===== config.mk =====
export PLATFORM = sky130hd
export DESIGN_NAME = store_buffer
export DESIGN_NICKNAME = d
export VERILOG_FILES = /design/src/rtl/store_buffer.sv
export SDC_FILE = /design/constraint.sdc
export NUM_CORES = 1
export LEC_CHECK = 0
export ABC_AREA = 1
export BUFFER_PORTS_ARGS = -buffer_cell sky130_fd_sc_hd__buf_4
export CAP_MARGIN = 40
export CORE_MARGIN = 5
export CORE_UTILIZATION = 50
export DETAILED_ROUTE_END_ITERATION = 16
export PLACE_DENSITY_LB_ADDON = 0.25
export SYNTH_ARGS = -nofsm -noshare
export SYNTH_HDL_FRONTEND = slang
export SYNTH_SLANG_ARGS = --single-unit

===== constraint.sdc =====
create_clock -name clk -period 8.6 [get_ports clk]
set_input_delay 1.72 -clock clk [delete_from_list [all_inputs] [get_ports clk]]
set_output_delay 1.72 -clock clk [all_outputs]
set_load 0.01 [all_outputs]

===== src/rtl/store_buffer.sv =====
// Posted-write store buffer: queues aligned word stores, drains them in order
// over a req/ack memory port, and forwards buffered data to loads.
module store_buffer #(
  parameter int unsigned DEPTH      = 4,
  parameter int unsigned ADDR_WIDTH = 32,
  parameter int unsigned DATA_WIDTH = 32
) (
  input  logic                     clk,
  input  logic                     reset,
  input  logic                     st_valid,
  input  logic [ADDR_WIDTH-1:0]    st_address,
  input  logic [DATA_WIDTH-1:0]    st_write_data,
  output logic                     st_ready,
  input  logic [ADDR_WIDTH-1:0]    ld_address,
  output logic                     ld_hit,
  output logic [DATA_WIDTH-1:0]    ld_data,
  output logic                     mem_req,
  output logic [ADDR_WIDTH-1:0]    mem_addr,
  output logic [DATA_WIDTH-1:0]    mem_wdata,
  input  logic                     mem_ack,
  output logic [$clog2(DEPTH):0]   count,
  output logic                     empty,
  output logic                     misaligned
);

  localparam int unsigned PTR_W = $clog2(DEPTH);
  localparam int unsigned CNT_W = PTR_W + 1;

  typedef enum logic {S_IDLE, S_ISSUE} state_t;

  state_t                r_state;
  state_t                w_state_nxt;
  logic [PTR_W-1:0]      r_wr_ptr;
  logic [PTR_W-1:0]      r_rd_ptr;
  logic [CNT_W-1:0]      r_count;
  logic [CNT_W-1:0]      w_count_nxt;
  logic [DEPTH-1:0]      r_valid;
  logic [ADDR_WIDTH-1:0] r_addr [DEPTH];
  logic [DATA_WIDTH-1:0] r_data [DEPTH];
  logic                  r_misaligned;

  logic                  w_ready;
  logic                  w_accept;
  logic                  w_push;
  logic                  w_bad_align;
  logic                  w_pop;
  logic                  w_ld_hit;
  logic [DATA_WIDTH-1:0] w_ld_data;
  logic [PTR_W-1:0]      w_idx;

  // Readiness comes from the registered count only; a same-cycle pop does not free a slot.
  assign w_ready     = r_count < CNT_W'(DEPTH);
  assign w_accept    = st_valid && w_ready;
  assign w_push      = w_accept && (st_address[1:0] == 2'b00);
  assign w_bad_align = w_accept && (st_address[1:0] != 2'b00);
  assign w_pop       = (r_state == S_ISSUE) && mem_ack;

  always_comb begin
    w_count_nxt = r_count;
    unique case ({w_push, w_pop})
      2'b10:   w_count_nxt = r_count + CNT_W'(1);
      2'b01:   w_count_nxt = r_count - CNT_W'(1);
      default: w_count_nxt = r_count;
    endcase
  end

  // Drain FSM: state register.
  always_ff @(posedge clk) begin
    if (reset) r_state <= S_IDLE;
    else       r_state <= w_state_nxt;
  end

  // Drain FSM: next state follows the post-update occupancy.
  always_comb begin
    w_state_nxt = r_state;
    unique case (r_state)
      S_IDLE:  if (w_count_nxt != '0) w_state_nxt = S_ISSUE;
      S_ISSUE: if (w_pop && (w_count_nxt == '0)) w_state_nxt = S_IDLE;
      default: w_state_nxt = S_IDLE;
    endcase
  end

  // Drain FSM: outputs.
  always_comb begin
    mem_req = 1'b0;
    if (r_state == S_ISSUE) mem_req = 1'b1;
  end

  // FIFO storage, pointers, occupancy and sticky misalignment flag.
  always_ff @(posedge clk) begin
    if (reset) begin
      r_wr_ptr     <= '0;
      r_rd_ptr     <= '0;
      r_count      <= '0;
      r_valid      <= '0;
      r_misaligned <= 1'b0;
      for (int unsigned i = 0; i < DEPTH; i++) begin
        r_addr[i] <= '0;
        r_data[i] <= '0;
      end
    end else begin
      if (w_pop) begin
        r_valid[r_rd_ptr] <= 1'b0;
        r_rd_ptr          <= r_rd_ptr + PTR_W'(1);
      end
      if (w_push) begin
        r_addr[r_wr_ptr]  <= st_address;
        r_data[r_wr_ptr]  <= st_write_data;
        r_valid[r_wr_ptr] <= 1'b1;
        r_wr_ptr          <= r_wr_ptr + PTR_W'(1);
      end
      if (w_bad_align) r_misaligned <= 1'b1;
      r_count <= w_count_nxt;
    end
  end

  // Scan oldest to youngest so the last match, the youngest store, wins.
  always_comb begin
    w_ld_hit  = 1'b0;
    w_ld_data = '0;
    w_idx     = r_rd_ptr;
    for (int unsigned k = 0; k < DEPTH; k++) begin
      w_idx = r_rd_ptr + PTR_W'(k);
      if (r_valid[w_idx] &&
          (r_addr[w_idx][ADDR_WIDTH-1:2] == ld_address[ADDR_WIDTH-1:2])) begin
        w_ld_hit  = 1'b1;
        w_ld_data = r_data[w_idx];
      end
    end
  end

  assign ld_hit     = w_ld_hit;
  assign ld_data    = w_ld_data;
  assign st_ready   = w_ready;
  assign count      = r_count;
  assign empty      = (r_count == '0);
  assign misaligned = r_misaligned;
  assign mem_addr   = r_addr[r_rd_ptr];
  assign mem_wdata  = r_data[r_rd_ptr];

endmodule


==> flow_summary.yaml <==
run_status:
  status: "complete, no violations"
clock_network:
  ctsRootBufferMaster: "clkbuf_16"
  hold_buffers: 0
  numClockSinks: 271
  clockBufferDepth: 3
  cts_tree: "yes"
  post_cts_buffers: 0
  htreeDepth: 1
  cts_made_buffers: 31
  clkTransAtPathRegs_ps: 60
  clock_latency_ps: 610
  cts_resized: 0
routing:
  wl_per_cell_microns: 20.3
  finalWirelength_mm: 73.2
  vias: 21500
  dr.pass1.iters: 7
  drtIter0Drc: 2779
  drc: 0
  routed_via_density: 5.98
  ant_nets: 0
synth:
  synth_top_family_by_area: "simple AND/OR/NAND/NOR gates"
  synth.mux.area_fraction_pct: 1.67
  ys_seq_area_share_pct: 40.5
  async_reset_ff_share_pct: 0
  netlist_top_cells_count: "nand2_1, nor2_1, nand3_1, edfxtp_1, o21ai_0"
  ys.flop_type: "edfxtp_1"
  ys_ff_latch: 271
  yosys-top-cells-area: "edfxtp_1, nand2_1, nand3_1"
  synthCells: 2967
  yosysUniqueCellTypes: 31
  syn_area_sq_mm: 0.0197
  yosysTopAreaCell: "edfxtp_1"
  yosys.area_share.adder_pct: 0.672
  synthXorXnorAreaFrac_pct: 0.976
  synth_warnings: 0
  synth.avg_cell_area_sq_um: 6.65
  synth_compound_area_share_pct: 10.5
  yosys.area_share.simple_pct: 37.5
  synthMostInstantiatedCell: "nand2_1"
  yosysTopAreaCellShare_pct: 39.0
  synth_edf_count: 256
die:
  num_io_pins: 204
  rows: 72
  die_area_sq_mm: 0.0435
  start_util_pct: 50.8
  core_sq_mm: 0.0388
  die_h_microns: 209
  die_width_microns: 209
setup_path:
  cp.required_ps: 6880
  path_class: "reg -> out"
  critPathMaxFanout: 114
  startpoint_type: "flop"
  rrSetupSlack_ps: 4890
  arrival_ps: 5860
  cp-end-kind: "output port"
sta:
  fmax_mhz: 132
  setup_viol: 0
  fin_skew_ps: 27.3
  period_share_pct: 88.1
  slew_headroom_pct: 36.5
  report.final.hold_viol_count: 0
  fin_crit_ps: 7580
  grt_setup_unrepaired: "false"
  worstMarginPinSlew_ps: 952
  fin_tns_setup_ps: 0
  drv_slew: 0
run:
  max_cap_viol_count: 0
final_layout:
  drive_gt1_share_pct: 10.1
  syn_to_final_growth_pct: 14.5
  ff_latch_area_sq_mm: 0.00800
  nets: 3168
  multi_input_area_sq_mm: 0.0102
  fillers: 3587
  post-route-util_pct: 58.2
grt:
  grt_max_degree: 115
  antenna_found_initial: 3
  grt_pass1_vias: 20300
  grt_pass1_wl_mm: 111
  grt_util_all_layers_pct: 31.8
  grt_remaining_overflow: 0
power:
  switchingPower_mw: 2.19
  power_frac_clock_pct: 25.0
  p_int_mw: 2.94
  p_per_area_mw_per_mm2: 227
  ir_drop_uv: 174
  switching_share_pct: 42.6
  p_seq_share_pct: 31.8
  power_leakage_nw: 10.6
  p_comb_share_pct: 43.3
placement:
  hpwlAfterDp_mm: 45.6
  routabilityCongestion: 0.982
  io_buffers: 201
worst_hold_path:
  hold_class: "reg -> reg"
-- power groups by stage --
stage	sequential (mW)	clock (mW)	combinational [mW]
floorplan	1.60	0	1.46
global placement	1.64	0	2.08
detailed placement	1.65	0	2.15
CTS	1.62	1.29	2.16
global route	1.64	1.34	2.42
finish	1.63	1.28	2.22
-- cells in the final DEF, fill, tap and decap left out, types with 3 or more instances in the layout --
| master | instances |
|---|---|
| nand3_1 | 368 |
| dfxtp_1 | 11 |
| mux2i_1 | 33 |
| clkinvlp_4 | 3 |
| a21oi_1 | 75 |
| nand2_2 | 4 |
| inv_2 | 3 |
| xor2_1 | 21 |
| inv_1 | 206 |
| nand2_1 | 970 |
| a32o_1 | 5 |
| o22ai_1 | 65 |
| clkbuf_16 | 31 |
| nand2_4 | 3 |
| buf_4 | 231 |
| clkinv_1 | 4 |
| o21ai_0 | 232 |
| conb_1 | 8 |
| nor2_2 | 4 |
| clkbuf_1 | 9 |
| nor2_1 | 479 |
| edfxtp_1 | 256 |
| ha_1 | 8 |
| clkinv_2 | 9 |
| o211ai_1 | 6 |
| o21ai_1 | 4 |
| buf_16 | 7 |
-- path summary, 6_finish.rpt --
kind / startpoint / to / cells after the start
max: r_rd_ptr[0] / ld_data[25] / 18
min: misaligned / misaligned / 2
max reg2reg: count[2] / r_addr[2][12] / 8
min reg2reg: misaligned / misaligned / 2
-- registers in the layout (all words and copies together), names as in the netlist, named ones only --
| signal | cells |
|---|---|
| count | 3 |
| misaligned | 1 |
| r_addr | 128 |
| r_data | 128 |
| r_rd_ptr | 2 |
| r_state | 1 |
| r_valid | 4 |
| r_wr_ptr | 2 |
-- cell type report --
| type | instances | share of cell area [%] |
|---|---|---|
| Antenna cell | 1 | 0.0111 |
| Clock buffer | 42 | 3.70 |
| Clock inverter | 16 | 0.565 |
| Inverter | 214 | 3.60 |
| Multi-Input combinational cell | 2300 | 45.1 |
| Sequential cell | 271 | 35.4 |
| Tap cell | 518 | 2.87 |
| Timing Repair Buffer | 240 | 8.71 |
-- cells by family after synthesis --
logic type      count (synthesis)
buf+inv                       403
compound gates                389
fa+ha+maj                      10
mux                            33
other cells                     1
simple gates                 1838
xor+xnor                       22
flops                         271
-- worst max-delay path, stage by stage (launching register included) --
cell and delay [ps]:
dfxtp_4 810, inv_6 450, ha_2 460, inv_4 500, buf_4 610, nand3_1 190
nand2_1 100, nand2_1 50, nand2_1 80, nand2_1 60, nor2_1 100, nand2_1 100
nor2_4 100, nand2_1 490, buf_4 470, nand2_1 100, nand2_1 50, a21oi_1 260
buf_4 190
-- metrics by stage --
step / instance area [sq um] / hold WS, ps / total power [mW] / setup slack [ps] / cells
floorplan: 19800 / 474 / 3.05 / 1360 / 2974
global placement: 21400 / 441 / 3.72 / 1930 / 3534
detailed placement: 21600 / 447 / 3.80 / 1830 / 3543
CTS: 22600 / 458 / 5.07 / 1190 / 3601
global route: 22600 / 485 / 5.40 / 687 / 3602
finish: 22600 / 462 / 5.13 / 1020 / 3602
-- layer usage --
metal / GRT usage [%] / part of all wire, % / vias up
met5: 0 / 0.015 / -
met4: 14.6 / 4.7 / 2
met3: 5.55 / 13 / 308
met2: 51.8 / 46 / 1530
met1: 41.7 / 37 / 9812
li1: - / - / 9875
Power figures use the tool's default switching activity.
